$ cat src/rtl/cmp_pkg.sv
// Shared definitions for the serial magnitude comparator: FSM state
// encoding, byte width, and operand-size helpers.
package cmp_pkg;

    localparam int unsigned CMP_BYTE_W = 8;

    typedef enum logic [1:0] {
        ST_IDLE = 2'b00,
        ST_RUN  = 2'b01,
        ST_DONE = 2'b10
    } state_t;

    // Number of bytes in a WIDTH-bit operand.
    function automatic int unsigned cmp_num_bytes(input int unsigned width);
        return width / CMP_BYTE_W;
    endfunction

    // Width of the byte index counter; never narrower than one bit.
    function automatic int unsigned cmp_idx_w(input int unsigned nb);
        return (nb > 1) ? $clog2(nb) : 1;
    endfunction

endpackage

$ cat src/rtl/serial_mag_comp_if.sv
// Operand/result handshake bundle for serial_mag_comp.
// master: operand issuer and result consumer; slave: the comparator.
interface serial_mag_comp_if #(
    parameter int unsigned WIDTH = 32
);
    logic             in_valid;
    logic             in_ready;
    logic [WIDTH-1:0] op_a;
    logic [WIDTH-1:0] op_b;
    logic             is_signed;
    logic             out_valid;
    logic             out_ready;
    logic             res_eq;
    logic             res_gt;
    logic             res_lt;

    modport master (
        output in_valid, op_a, op_b, is_signed, out_ready,
        input  in_ready, out_valid, res_eq, res_gt, res_lt
    );

    modport slave (
        input  in_valid, op_a, op_b, is_signed, out_ready,
        output in_ready, out_valid, res_eq, res_gt, res_lt
    );
endinterface

$ cat src/rtl/eight_bit_comp.sv
// Combinational byte comparator stage with EQ/GT chaining from the
// more-significant bytes. Bytes are compared as unsigned values.
module eight_bit_comp
    import cmp_pkg::*;
(
    input  logic [CMP_BYTE_W-1:0] a,
    input  logic [CMP_BYTE_W-1:0] b,
    input  logic                  eq_prev,
    input  logic                  gt_prev,
    output logic                  eq,
    output logic                  gt
);

    // A lower byte only matters while all higher bytes were equal.
    always_comb begin
        eq = eq_prev & (a == b);
        gt = gt_prev | (eq_prev & (a > b));
    end

endmodule

$ cat src/rtl/serial_mag_comp.sv
// Multi-cycle WIDTH-bit magnitude comparator, one byte per cycle, MSB first.
// Optional macro CMP_EARLY_EXIT_EN: finish as soon as a byte differs.
module serial_mag_comp
    import cmp_pkg::*;
#(
    parameter int unsigned WIDTH = 32
) (
    input  logic               clock,
    input  logic               reset_n,
    serial_mag_comp_if.slave   bus,
    output logic               busy
);

    localparam int unsigned      NB      = cmp_num_bytes(WIDTH);
    localparam int unsigned      IDX_W   = cmp_idx_w(NB);
    localparam logic [IDX_W-1:0] IDX_TOP = IDX_W'(NB - 1);

    state_t                          state;
    state_t                          state_next;
    logic [NB-1:0][CMP_BYTE_W-1:0]   a_reg;
    logic [NB-1:0][CMP_BYTE_W-1:0]   b_reg;
    logic                            sgn_reg;
    logic                            eq_acc;
    logic                            gt_acc;
    logic [IDX_W-1:0]                idx;
    logic [CMP_BYTE_W-1:0]           a_byte;
    logic [CMP_BYTE_W-1:0]           b_byte;
    logic                            eq_byte;
    logic                            gt_byte;
    logic                            last_step;

    // Select the current byte; flipping the sign bits of the top byte turns
    // a two's-complement order into an unsigned one.
    always_comb begin
        a_byte = a_reg[idx];
        b_byte = b_reg[idx];
        if (sgn_reg && (idx == IDX_TOP)) begin
            a_byte[CMP_BYTE_W-1] = ~a_byte[CMP_BYTE_W-1];
            b_byte[CMP_BYTE_W-1] = ~b_byte[CMP_BYTE_W-1];
        end
    end

    eight_bit_comp u_byte_comp (
        .a       (a_byte),
        .b       (b_byte),
        .eq_prev (eq_acc),
        .gt_prev (gt_acc),
        .eq      (eq_byte),
        .gt      (gt_byte)
    );

`ifdef CMP_EARLY_EXIT_EN
    // Once a byte differs the outcome is fixed, so stop there.
    assign last_step = (idx == '0) || !eq_byte;
`else
    assign last_step = (idx == '0);
`endif

    // State register.
    always_ff @(posedge clock) begin
        if (!reset_n) begin
            state <= ST_IDLE;
        end else begin
            state <= state_next;
        end
    end

    // Next-state logic.
    always_comb begin
        state_next = state;
        case (state)
            ST_IDLE: if (bus.in_valid)  state_next = ST_RUN;
            ST_RUN:  if (last_step)     state_next = ST_DONE;
            ST_DONE: if (bus.out_ready) state_next = ST_IDLE;
            default:                    state_next = ST_IDLE;
        endcase
    end

    // Operand capture, accumulator chain and byte index.
    always_ff @(posedge clock) begin
        if (!reset_n) begin
            a_reg   <= '0;
            b_reg   <= '0;
            sgn_reg <= 1'b0;
            eq_acc  <= 1'b0;
            gt_acc  <= 1'b0;
            idx     <= '0;
        end else begin
            case (state)
                ST_IDLE: begin
                    if (bus.in_valid) begin
                        a_reg   <= bus.op_a;
                        b_reg   <= bus.op_b;
                        sgn_reg <= bus.is_signed;
                        eq_acc  <= 1'b1;
                        gt_acc  <= 1'b0;
                        idx     <= IDX_TOP;
                    end
                end
                ST_RUN: begin
                    eq_acc <= eq_byte;
                    gt_acc <= gt_byte;
                    if (idx != '0) begin
                        idx <= idx - IDX_W'(1);
                    end
                end
                default: ;
            endcase
        end
    end

    // Handshake and result outputs; results read zero outside DONE.
    always_comb begin
        bus.in_ready  = (state == ST_IDLE);
        bus.out_valid = (state == ST_DONE);
        bus.res_eq    = (state == ST_DONE) &  eq_acc;
        bus.res_gt    = (state == ST_DONE) &  gt_acc;
        bus.res_lt    = (state == ST_DONE) & ~eq_acc & ~gt_acc;
        busy          = (state != ST_IDLE);
    end

endmodule

$ cat src/flat_wrapper.sv
// flat-port wrapper written by rule: the top's interface ports become plain ports
module serial_mag_comp_flat import cmp_pkg::*;
#(
    parameter int unsigned WIDTH = 32
)
  (clock, reset_n, busy, bus_in_valid, bus_op_a, bus_op_b, bus_is_signed, bus_out_ready, bus_in_ready, bus_out_valid, bus_res_eq, bus_res_gt, bus_res_lt);
  serial_mag_comp_if #(.WIDTH(WIDTH)) bus_i ();
  input  logic clock;
  input  logic reset_n;
  output logic busy;
  input wire logic [$bits(bus_i.in_valid)-1:0] bus_in_valid;
  input wire logic [$bits(bus_i.op_a)-1:0] bus_op_a;
  input wire logic [$bits(bus_i.op_b)-1:0] bus_op_b;
  input wire logic [$bits(bus_i.is_signed)-1:0] bus_is_signed;
  input wire logic [$bits(bus_i.out_ready)-1:0] bus_out_ready;
  output wire logic [$bits(bus_i.in_ready)-1:0] bus_in_ready;
  output wire logic [$bits(bus_i.out_valid)-1:0] bus_out_valid;
  output wire logic [$bits(bus_i.res_eq)-1:0] bus_res_eq;
  output wire logic [$bits(bus_i.res_gt)-1:0] bus_res_gt;
  output wire logic [$bits(bus_i.res_lt)-1:0] bus_res_lt;
  assign bus_i.in_valid = bus_in_valid;
  assign bus_i.op_a = bus_op_a;
  assign bus_i.op_b = bus_op_b;
  assign bus_i.is_signed = bus_is_signed;
  assign bus_i.out_ready = bus_out_ready;
  assign bus_in_ready = bus_i.in_ready;
  assign bus_out_valid = bus_i.out_valid;
  assign bus_res_eq = bus_i.res_eq;
  assign bus_res_gt = bus_i.res_gt;
  assign bus_res_lt = bus_i.res_lt;
  serial_mag_comp #(.WIDTH(WIDTH)) u_core (.clock(clock), .reset_n(reset_n), .bus(bus_i), .busy(busy));
endmodule
$ cat config.mk
export PLATFORM = sky130hd
export DESIGN_NAME = serial_mag_comp_flat
export DESIGN_NICKNAME = d
export VERILOG_FILES = /design/src/rtl/cmp_pkg.sv /design/src/rtl/serial_mag_comp_if.sv /design/src/rtl/eight_bit_comp.sv /design/src/rtl/serial_mag_comp.sv /design/src/flat_wrapper.sv
export SDC_FILE = /design/constraint.sdc
export NUM_CORES = 1
export LEC_CHECK = 0
export BUFFER_PORTS_ARGS = -buffer_cell sky130_fd_sc_hd__buf_2
export CAP_MARGIN = 20
export CORE_UTILIZATION = 40
export DETAILED_ROUTE_END_ITERATION = 6
export PLACE_DENSITY = 0.68
export SLEW_MARGIN = 20
export SYNTH_ARGS = -nofsm -noshare
export SYNTH_HDL_FRONTEND = slang
export SYNTH_HIERARCHICAL = 1
export SYNTH_SLANG_ARGS = --single-unit
$ cat constraint.sdc
create_clock -name clock -period 2.55 [get_ports clock]
set_input_delay 0.1275 -clock clock [delete_from_list [all_inputs] [get_ports clock]]
set_output_delay 0.1275 -clock clock [all_outputs]
set_load 0.005 [all_outputs]
==> impl_metrics.yaml <==
outcome:
  status: "finished clean"
sta:
  slew_headroom_pct: 67.8
  hold_viol_final: 0
  rsz0062_at_grt: "no"
  fin_crit_ns: 2.40
  slew_violations: 0
  finalCritPeriodShare_pct: 94.1
  final.setup_skew_ns: 0.00740
  fin_tns_setup_ns: 0
  setup_viol: 0
  tightestPinTransition_ns: 0.482
  holdWs_ns: 0.0157
  max_freq_mhz: 417
setup_path:
  cp_slowest_cell: "mux4_2"
  timing.rr.start: "u_core/idx[0]$_SDFFE_PN0P_"
  slowest_delay_ns: 0.54
  critical_path_buf_inv_count: 1
  critPathMaxFanout: 4
  end_kind: "flip-flop"
  crit_arrival_ns: 2.63
  cp-start-kind: "flip-flop"
  setup.worst_path.start: "u_core/idx[0]$_SDFFE_PN0P_"
  path_class: "flip-flop to flip-flop"
  path_cells: "mux4_2 -> xnor2_2 -> inv_1 -> ha_4 -> nand4_2 -> o21ai_2 -> a211oi_1 -> or3_1 -> nand3b_1 -> a21oi_1"
  required_ns: 2.78
  path_delay_family: "simple AND/OR/NAND/NOR gates"
drt:
  met1Wirelength_um: 3170
  drtIter0Drc: 132
  ant_nets: 0
  drc: 0
  dr_wl_met3_um: 273
  wirelength_um: 7020
  vias: 2680
  post_drt_wl_per_cell_um: 12.8
  drt-vias-per-instance: 4.90
  drtPass1Iterations: 5
  wl_met2_um: 3490
  routed.top_layer: "met4"
run:
  cap_violations: 0
pwr:
  power_frac_comb_pct: 20.5
  p_clk_share_pct: 32.8
  power_leakage_nw: 1.60
  power_density_nw_per_um2: 697
  power_switching_w: 0.000754
  internal-power_w: 0.00193
  peakVddDrop_mv: 0.255
  seqPwrFrac_pct: 46.8
  switching_share_pct: 28.0
final_layout:
  final_layout_size_suffix_gt1_share_pct: 27.9
  diodes: 0
  area_growth_pct: 19.8
  nNetsFinal: 519
logic_synthesis:
  synthFlopType: "dfxtp_1"
  seq_area_frac_synth_pct: 44.2
  syn_avg_cell_area_um2: 8.63
  syn_nets: 452
  async_flop_share_pct: 0
  syn-instance-count: 373
  synthDistinctLibCells: 33
  synth_edf_count: 0
  yosys_warnings: 6
  ys_seq_elements: 71
  synth_area_um2: 3220
global_routing:
  antenna_found_initial: 0
  grt_pass1_vias: 2645
  grt_pass1_wl_um: 11800
  grt_max_degree: 37
  track_usage_pct: 17.8
  grt-ovfl-total: 0
die:
  core_um2: 7770
  fp.dieArea_um2: 8410
  chipWidth_um: 91.7
  rows: 32
  start_util_pct: 41.4
  boundaryPins: 75
  die_h_um: 91.7
hold_path:
  hp-class: "primary input to flip-flop"
  hold_start: "bus_op_b[12]"
clocking:
  cts_buffers: 9
  clock_latency_ns: 0.34
  cts_sinks: 71
  cts_buffer_depth: 2
  htreeDepth: 3
  clk_pin_slew_ns: 0.07
  cts_root_buf: "clkbuf_8"
  cts_tree: "yes"
  cts_hold_buffers: 0
place:
  numPortBuffers: 74
  place_congestion: 0.756
  place_hpwl_um: 5190
routing by layer:
layer  up-vias  track usage (%)
met3         7             4.23
li1       1380                -
met4         0             7.55
met2        51             30.6
met1      1242             21.3
met5         -                0
power by group through the flow:
stage               combinational, W  sequential [W]  clock (W)
floorplan                   0.000423         0.00125          0
global placement            0.000523         0.00128          0
detailed placement          0.000535         0.00128          0
CTS                         0.000537         0.00126   0.000901
global route                0.000617         0.00127   0.000947
finish                      0.000550         0.00126   0.000881
placed cells by master, fill, tap and decap left out, types with 2 or more instances in the layout:
master and n:
buf_4 7, dfxtp_1 70, clkbuf_8 10, buf_2 74, nand2b_1 2, a21oi_1 69
nand2_1 131, and2_1 3, mux4_2 16, clkinvlp_4 2, ha_1 9, a211oi_1 3
nor2_1 3, nor3_1 5, inv_1 14, buf_12 2, clkinv_2 3
cell type report:
| type | instances | area (um2) |
|---|---|---|
| clock inverters | 6 | 60.1 |
| repair buffers | 83 | 463 |
| inverters | 15 | 56.3 |
| flip-flops and latches | 71 | 1430 |
| well taps | 102 | 128 |
| fillers | 773 | 3910 |
| multi-input cells | 260 | 1590 |
| clock buffers | 10 | 138 |
tightest hold or removal path: stages:
cell	delay, ns
buf_2	0.09
nand2_1	0.04
a21oi_1	0.05
cells by family (layout without fill, tap and decap cells):
logic type	Yosys count	count (layout)	share of synthesized area, %
adder cells (fa/ha/maj)	10	10	3.89
flip-flops	71	71	44.2
AND/OR/NAND/NOR	153	153	19.6
XOR/XNOR	2	2	0.544
AO/OA/AOI/OAI	78	78	12.8
multiplexers	17	17	11.5
buffers and inverters	42	114	7.50
stage by stage:
| stage | power [W] | std cells | setup WS [ns] | utilization, % | cell area [um2] |
|---|---|---|---|---|---|
| 3_3_place_gp | 0.00180 | 531 | 0.0891 | 46.7 | 3630 |
| 4_1_cts | 0.00269 | 547 | 0.0433 | 49.3 | 3830 |
| 3_5_place_dp | 0.00182 | 531 | -0.0297 | 46.7 | 3630 |
| 6_report | 0.00269 | 547 | 0.150 | 49.6 | 3850 |
| 5_1_grt | 0.00283 | 547 | 0.0118 | 49.6 | 3850 |
| 2_1_floorplan | 0.00167 | 373 | 0.0327 | - | 3220 |
cell usage after synthesis, drive strengths merged, types with 2 or more instances:
library cell,number,area [um2]
nor3b,2,20.0
and2,3,18.8
inv,14,52.6
clkbuf,7,26.3
mux4,16,360
nand2b,2,12.5
ha,10,125
xnor2,2,17.5
a21oi,69,345
buf,20,159
nor3,5,25.0
nor2,3,11.3
o21ai,2,10.0
nand4,2,18.8
nand2,131,492
dfxtp,71,1420
a211oi,3,22.5
final timing paths:
check / endpoint / cells after the start / slack [ns]
worst max-delay path: u_core/gt_acc$_SDFFE_PN0P_ / 10 / 0.15
worst min-delay path: u_core/b_reg[12]$_SDFFE_PN0P_ / 3 / 0.02
worst max register to register: u_core/gt_acc$_SDFFE_PN0P_ / 10 / 0.15
worst min register to register: u_core/b_reg[13]$_SDFFE_PN0P_ / 2 / 0.46
what timing repair did:
item / 4_1_cts / 5_1_grt
resized for setup: 1 / 4
setup buffers: 0 / 0
pin swaps: 0 / 1
endpoints found under the setup margin: 1 / 1
Power figures use the tool's default switching activity.
